[config.mk]
export PLATFORM = sky130hd
export DESIGN_NAME = mem_stage
export DESIGN_NICKNAME = d
export VERILOG_FILES = /design/src/rtl/mem_stage.sv
export SDC_FILE = /design/constraint.sdc
export NUM_CORES = 1
export LEC_CHECK = 0
export BUFFER_PORTS_ARGS = -buffer_cell sky130_fd_sc_hd__buf_2
export CAP_MARGIN = 5
export CORE_UTILIZATION = 54
export DETAILED_ROUTE_END_ITERATION = 10
export HOLD_SLACK_MARGIN = 0.05
export PLACE_DENSITY = 0.89
export RECOVER_POWER = 100
export SLEW_MARGIN = 10
export SYNTH_ARGS = -nofsm -noshare
export SYNTH_HDL_FRONTEND = slang
export SYNTH_SLANG_ARGS = --single-unit
[constraint.sdc]
create_clock -name clk -period 4.1 [get_ports clk]
set_input_delay 0.41 -clock clk [delete_from_list [all_inputs] [get_ports clk]]
set_output_delay 0.41 -clock clk [all_outputs]
set_load 0.02 [all_outputs]
[src/rtl/mem_stage.sv]
`default_nettype none
//==============================================================================
// Module   : mem_stage
// Memory stage of the five-stage core: holds the EX instruction, waits for the
// data-SRAM response, extends load data and feeds write-back and decode.
// Optional feature macro: MS_LOAD_FORWARD_EN (forward load data to decode).
// Revision : 1.0
//==============================================================================

`ifndef WIDTH_ES_TO_MS_BUS
`define WIDTH_ES_TO_MS_BUS 75
`endif
`ifndef WIDTH_MS_TO_WS_BUS
`define WIDTH_MS_TO_WS_BUS 70
`endif
`ifndef WIDTH_MS_TO_DS_BUS
`define WIDTH_MS_TO_DS_BUS 39
`endif

module mem_stage (
    input  logic                            clk,
    input  logic                            resetn,
    input  logic                            es_to_ms_valid,
    input  logic [`WIDTH_ES_TO_MS_BUS-1:0]  es_to_ms_bus,
    output logic                            ms_allow_in,
    input  logic                            data_sram_data_ok,
    input  logic [31:0]                     data_sram_rdata,
    input  logic                            ws_allow_in,
    output logic                            ms_to_ws_valid,
    output logic [`WIDTH_MS_TO_WS_BUS-1:0]  ms_to_ws_bus,
    output logic [`WIDTH_MS_TO_DS_BUS-1:0]  ms_to_ds_bus
);

    localparam logic [2:0] c_OP_LD_W  = 3'b000;
    localparam logic [2:0] c_OP_LD_B  = 3'b001;
    localparam logic [2:0] c_OP_LD_H  = 3'b010;
    localparam logic [2:0] c_OP_LD_BU = 3'b011;
    localparam logic [2:0] c_OP_LD_HU = 3'b100;

    logic [`WIDTH_ES_TO_MS_BUS-1:0] r_es_to_ms_bus;
    logic                           r_ms_valid;
    logic                           r_rdata_got;
    logic [31:0]                    r_rdata_buf;

    logic [31:0] w_pc;
    logic        w_gr_we;
    logic [4:0]  w_dest;
    logic [31:0] w_alu_result;
    logic        w_res_from_mem;
    logic [2:0]  w_load_op;
    logic        w_mem_req;

    logic        w_ms_ready_go;
    logic        w_handoff;
    logic        w_capture;
    logic [31:0] w_load_word;
    logic [7:0]  w_byte;
    logic [15:0] w_half;
    logic [31:0] w_load_data;
    logic [31:0] w_final_result;
    logic [31:0] w_fwd_wdata;
    logic        w_fwd_pending;

    assign w_pc           = r_es_to_ms_bus[31:0];
    assign w_gr_we        = r_es_to_ms_bus[32];
    assign w_dest         = r_es_to_ms_bus[37:33];
    assign w_alu_result   = r_es_to_ms_bus[69:38];
    assign w_res_from_mem = r_es_to_ms_bus[70];
    assign w_load_op      = r_es_to_ms_bus[73:71];
    assign w_mem_req      = r_es_to_ms_bus[74];

    assign w_ms_ready_go  = !w_mem_req || r_rdata_got || data_sram_data_ok;
    assign ms_allow_in    = !r_ms_valid || (w_ms_ready_go && ws_allow_in);
    assign ms_to_ws_valid = r_ms_valid && w_ms_ready_go;
    assign w_handoff      = ms_to_ws_valid && ws_allow_in;

    // A response that arrives in the handoff cycle is consumed directly and never buffered.
    assign w_capture = data_sram_data_ok && r_ms_valid && w_mem_req && !r_rdata_got && !w_handoff;

    assign w_load_word = r_rdata_got ? r_rdata_buf : data_sram_rdata;

    always_comb begin
        w_byte = w_load_word[7:0];
        case (w_alu_result[1:0])
            2'd0:    w_byte = w_load_word[7:0];
            2'd1:    w_byte = w_load_word[15:8];
            2'd2:    w_byte = w_load_word[23:16];
            default: w_byte = w_load_word[31:24];
        endcase
    end

    assign w_half = w_alu_result[1] ? w_load_word[31:16] : w_load_word[15:0];

    always_comb begin
        w_load_data = w_load_word;
        case (w_load_op)
            c_OP_LD_W:  w_load_data = w_load_word;
            c_OP_LD_B:  w_load_data = {{24{w_byte[7]}}, w_byte};
            c_OP_LD_H:  w_load_data = {{16{w_half[15]}}, w_half};
            c_OP_LD_BU: w_load_data = {24'h0, w_byte};
            c_OP_LD_HU: w_load_data = {16'h0, w_half};
            default:    w_load_data = w_load_word;
        endcase
    end

    assign w_final_result = w_res_from_mem ? w_load_data : w_alu_result;

`ifdef MS_LOAD_FORWARD_EN
    assign w_fwd_wdata   = w_final_result;
    assign w_fwd_pending = r_ms_valid && w_res_from_mem && !w_ms_ready_go;
`else
    // Loads are never forwarded from here; decode must wait for write-back.
    assign w_fwd_wdata   = w_res_from_mem ? 32'h0 : w_final_result;
    assign w_fwd_pending = r_ms_valid && w_res_from_mem;
`endif

    assign ms_to_ws_bus = {w_final_result, w_dest, w_gr_we, w_pc};
    assign ms_to_ds_bus = {w_fwd_pending, r_ms_valid && w_gr_we, w_dest, w_fwd_wdata};

    always_ff @(posedge clk or negedge resetn) begin
        if (!resetn) begin
            r_ms_valid     <= 1'b0;
            r_es_to_ms_bus <= '0;
            r_rdata_got    <= 1'b0;
            r_rdata_buf    <= 32'h0;
        end else begin
            if (ms_allow_in) begin
                r_ms_valid <= es_to_ms_valid;
            end
            if (es_to_ms_valid && ms_allow_in) begin
                r_es_to_ms_bus <= es_to_ms_bus;
            end
            if (w_handoff) begin
                r_rdata_got <= 1'b0;
                r_rdata_buf <= 32'h0;
            end else if (w_capture) begin
                r_rdata_got <= 1'b1;
                r_rdata_buf <= data_sram_rdata;
            end
        end
    end

endmodule

`default_nettype wire

; ---- Word-level counts from Yosys, hierarchy flattened
; Index checks and enable logic that the tools add are counted.
[totals]
ram_bits = 0
mem_bits_ro = 0
regBits = 109
inputBits = 112
latchBits = 0
mem_count = 0
out_inout_bits = 111
[classes]
div_mod_pow = 0
add_sub_neg = 0
mux = 10
order_cmp = 0
n_eq_ne = 6
mul = 0
n_shift = 0
reduce_logical = 19
bitwise = 0
[ops]
columns = operator, count
row1 = $mux W32, 5
row2 = $pmux W32 S4, 1
row3 = $pmux W8 S3, 1
row4 = $mux W16, 1
row5 = $logic_and A1 B1 Y1, 10
row6 = $eq A3 B2 Y1 const B, 2
row7 = $logic_not A1 Y1, 4
row8 = $eq A3 B1 Y1 const B, 1
row9 = $eq A3 B3 Y1 const B, 1
row10 = $logic_or A1 B1 Y1, 3
row11 = $eq A2 B1 Y1 const B, 1
row12 = $eq A2 B2 Y1 const B, 1
row13 = $logic_not A2 Y1, 1
row14 = $mux W1, 2
row15 = $reduce_bool A2 Y1, 1

; ---- Logic depth before layout (Yosys ltp)
[depth]
depth_word = 9
depth_mapped = 7
mapped_depth_nobuf = 4

; ---- Worst setup path before layout
; OpenSTA, ideal clock, no wires.
[synth_path]
kind = reg2out
startpoint = register r_es_to_ms_bus[73]
endpoint = output port ms_to_ws_bus[38]
t_required_ns = 3.690
path_buffers = 2
setup_slack_ns = 1.888
path_stages_with_launch = 7
arrival_ns = 1.802
cell_sequence = dfrtp_1 > buf_2 > xnor2_1 > clkbuf_1 > nor2_1 > nand4b_1 > o21ai_0
[synth_via]
elab_chain_len = 3
elab_cells_between_ends = 6
[synth_rtl]
columns = item, line
row1 = start: declaration, 40  ; logic [`WIDTH_ES_TO_MS_BUS-1:0] r_es_to_ms_bus;
row2 = start signal: assignment, 131  ; r_es_to_ms_bus <= es_to_ms_bus;
row3 = $eq A3 B3 Y1 (tied with other cells), 96  ; case (w_load_op)
row4 = $pmux W32 S4 (*), 96
row5 = $mux W32 (*), 106  ; assign w_final_result = w_res_from_mem ? w_load_data : w_alu_result;
row6 = end: declaration, 30  ; output logic [`WIDTH_MS_TO_WS_BUS-1:0] ms_to_ws_bus,
; Every way passes the cells marked *; elsewhere a longest branch is shown, timed or not.

; ---- Worst setup path after layout
[layout_path]
startpoint = register r_rdata_got
endpoint = output port ms_to_ws_bus[52]
[layout_via]
elab_chain_len = 4
elab_cells_between_ends = 5
[layout_rtl]
columns = item, line
row1 = start: declaration, 42  ; logic r_rdata_got;
row2 = start signal: assignment, 124  ; r_rdata_got <= 1'b0;
row3 = start signal: assignment, 134  ; r_rdata_got <= 1'b0;
row4 = start signal: assignment, 137  ; r_rdata_got <= 1'b1;
row5 = $mux W32 (*), 80  ; assign w_load_word = r_rdata_got ? r_rdata_buf : data_sram_rdata;
row6 = $pmux W8 S3 or $mux W16 (tied branches), "84, 92"
row7 = $pmux W32 S4 (*), 96
row8 = $mux W32 (*), 106
; Marked as above.

==> impl_metrics.tcl <==
set metrics [dict create \
    outcome "finished with violations" \
    failed_checks "capacitance limit, slew limit" \
    initialDrtViolationCount 399 \
    cts_root_buf "clkbuf_8" \
    antenna_cells 0 \
    postRouteAntennaNets 0 \
    via_per_inst 5.89 \
    clock_path_buffers 2 \
    combPwrFrac_pct 45.9 \
    gp_congestion 0.925 \
    tns_ns 0 \
    grt_use_met3_pct 5.85 \
    cts_buffers 9 \
    initial_core_util_pct 55.8 \
    intPower_mw 2.23 \
    synth_xor_area_share_pct 0.144 \
    grt_pass1_vias 4818 \
    tightestPinTransition_ns 2.00 \
    dr.pass1.iters 5 \
    synth-edff-count 0 \
    instances_no_fill 848 \
    leakagePower_nw 3.02 \
    rsz0062_at_grt "no" \
    yosys.area_share.simple_pct 9.50 \
    synth-async-reset-ratio_pct 100 \
    cp_slowest_stage_delay_ns 0.84 \
    fillers 959 \
    track_usage_pct 28.7 \
    synth_warnings 0 \
    ios 223 \
    ys_seq_elements 109 \
    postCtsHoldBufs 0 \
    skew_ns 0.00901 \
    antenna_found_initial 0 \
    synth_cell_type_count 49 \
    fmax_mhz 278 \
    synth_nets 664 \
    dpl_cell_area_mm2 0.00687 \
    yosysSeqAreaShare_pct 44.9 \
    grt_util_met2_pct 43.9 \
    cts_tree "built" \
    r2r_slack_ns 0.90 \
    die_area_mm2 0.0117 \
    start_kind "register" \
    die_y_um 108 \
    p_per_area_mw_per_mm2 577 \
    drive_gt1_share_pct 32.2 \
    finalMaxSlewViolations 188 \
    cts_max_level 3 \
    chipWidth_um 108 \
    synthMuxAreaShare_pct 20.0 \
    power_frac_clock_pct 15.0 \
    syn-cell-area_mm2 0.00607 \
    use_met1_pct 39.3 \
    synth-compound-area-share_pct 16.2 \
    cts.sinks 109 \
    sw_frac_of_total_pct 43.8 \
    dp_cells 833 \
    hpwlAfterDp_um 11900 \
    cp_max_fo 28 \
    post_cts_buffers 0 \
    min_period_ns 3.59 \
    clk_latency_ns 0.37 \
    nets 816 \
    timing.hold.ws_ns 0.259 \
    worstPathCellList "mux2_1 -> o21a_1 -> o21ai_0 -> a41oi_1 -> clkbuf_1" \
    final_area_mm2 0.00690 \
    cts.clk_slew.worst_paths_ns 0.10 \
    grt_pass1_wl_um 25500 \
    io_buffers 222 \
    hold_viol_final 0 \
    synth_top_family_by_area "multiplexers" \
    ir_worst_vdd_mv 0.354 \
    syn_to_final_growth_pct 13.6 \
    overflow 0 \
    cp.arrival_ns 3.18 \
    syn_inst 552 \
    vias 4994 \
    wl_per_cell_um 19.4 \
    relSlewSlack_pct -33.5 \
    drv_cap 3 \
    route.detailed.drc 0 \
    p_switching_mw 1.74 \
    ys.flop_type "dfrtp_1" \
    cts.repair.resized 0 \
    crit_type "register to output pin" \
    grt.busiest_layer "met2" \
    postSynthAreaPerCell_um2 11.0 \
    setup_viol 0 \
    synthAdderAreaFrac_pct 0 \
    crit_required_ns 3.69 \
    p_total_mw 3.98 \
    rows 38 \
    p_seq_share_pct 39.1 \
    grt_max_degree 81 \
    routed_wl_um 16400 \
    post-route-period-util_pct 87.6 \
    slowest_stage "dfrtp_2" \
    hold_class "primary input to register" \
    core-area_mm2 0.0109 \
    end_kind "output pin" \
]
[layout by cell type (no fill, tap or decap), types with 4 or more instances in the layout]
master	netlist	layout
a21oi_1	13	13
clkbuf_8	0	10
nor3_1	7	7
nand3_1	7	7
a31oi_1	14	14
nor2_1	19	19
mux2_2	82	81
nor2b_1	33	33
mux2i_1	24	24
nand2b_1	7	7
dfrtp_1	109	107
inv_1	4	4
o21ai_0	26	28
o22ai_1	12	12
and2_1	4	4
a22o_1	32	32
o32a_1	16	16
clkbuf_1	18	107
buf_2	15	120
nand2_1	21	20
[final timing paths]
kind / startpoint / depth (start not counted) / endpoint
max: r_rdata_got / 5 / ms_to_ws_bus[52]
min reg2reg: r_rdata_buf[12] / 1 / r_rdata_buf[12]
max reg2reg: r_rdata_got / 4 / r_es_to_ms_bus[66]
min in group asynchronous: resetn / 1 / r_es_to_ms_bus[59]
max in group asynchronous: resetn / 2 / r_es_to_ms_bus[27]
min: es_to_ms_bus[38] / 2 / r_es_to_ms_bus[38]
[critical path, delay by kind of cell, from the launching register on]
family	cells	cell delay, ns
mux	1	0.43
flops	1	0.84
buf+inv	1	0.26
compound gates	3	1.26
[power groups by stage]
| stage | sequential [mW] | combinational (mW) | clock [mW] |
|---|---|---|---|
| after floorplan | 1.42 | 1.53 | 0 |
| after global placement | 1.55 | 1.85 | 0 |
| after detailed placement | 1.57 | 1.88 | 0 |
| after CTS | 1.55 | 1.89 | 0.608 |
| after global routing | 1.59 | 1.96 | 0.649 |
| final | 1.56 | 1.83 | 0.596 |
[kinds of logic (layout without fill, tap and decap cells)]
logic type                Yosys count  count (layout)
DFF                               109             109
buffers and inverters              91             247
and+or+nand+nor                   109             109
xor gates and xnor gates            1               1
AOI/OAI and AO/OA                 133             133
muxes                             109             109
[final cells by class]
cell class	instances	area, µm²	area share, %
clock inverters	3	25.0	0.363
inverters	4	15.0	0.218
flip-flops and latches	109	2730	39.6
multi-input cells	352	2790	40.5
clock buffers	12	145	2.10
well taps	140	175	2.54
repair buffers	228	1010	14.7
[Yosys cell counts, drive strengths merged (4+ instances only)]
| library cell | n | area share, % |
|---|---|---|
| mux2 | 83 | 15 |
| nor2 | 19 | 1.2 |
| nand3 | 7 | 0.58 |
| o21ai | 29 | 2.4 |
| buf | 68 | 7.8 |
| and2 | 4 | 0.41 |
| a31oi | 14 | 1.4 |
| a22o | 32 | 4.6 |
| nor2b | 33 | 3.4 |
| a21oi | 13 | 1.1 |
| o32a | 16 | 2.6 |
| nor3 | 7 | 0.58 |
| nand2b | 7 | 0.72 |
| mux2i | 25 | 4.2 |
| clkbuf | 19 | 1.2 |
| nand2 | 21 | 1.3 |
| o22ai | 12 | 1.2 |
| dfrtp | 109 | 45 |
| inv | 4 | 0.25 |
[layer usage]
metal | vias to the layer above | share of wire (%)
li1 | 2275 | -
met1 | 2433 | 43
met2 | 256 | 47
met3 | 30 | 7.2
met4 | 0 | 3.1
met5 | - | 0
[through the flow]
stage               setup slack, ns  util [%]
finish                        0.508      63.4
global route                  0.361      63.4
CTS                           0.792      64.7
detailed placement             1.21      63.1
global placement               1.27      63.1
floorplan                      1.89         -
[sequential cells by signal (all words and copies together) (netlist names)]
| register | cells |
|---|---|
| r_es_to_ms_bus | 75 |
| r_rdata_buf | 32 |
| r_ms_valid | 1 |
| r_rdata_got | 1 |
(Power assumes the default switching activity.)
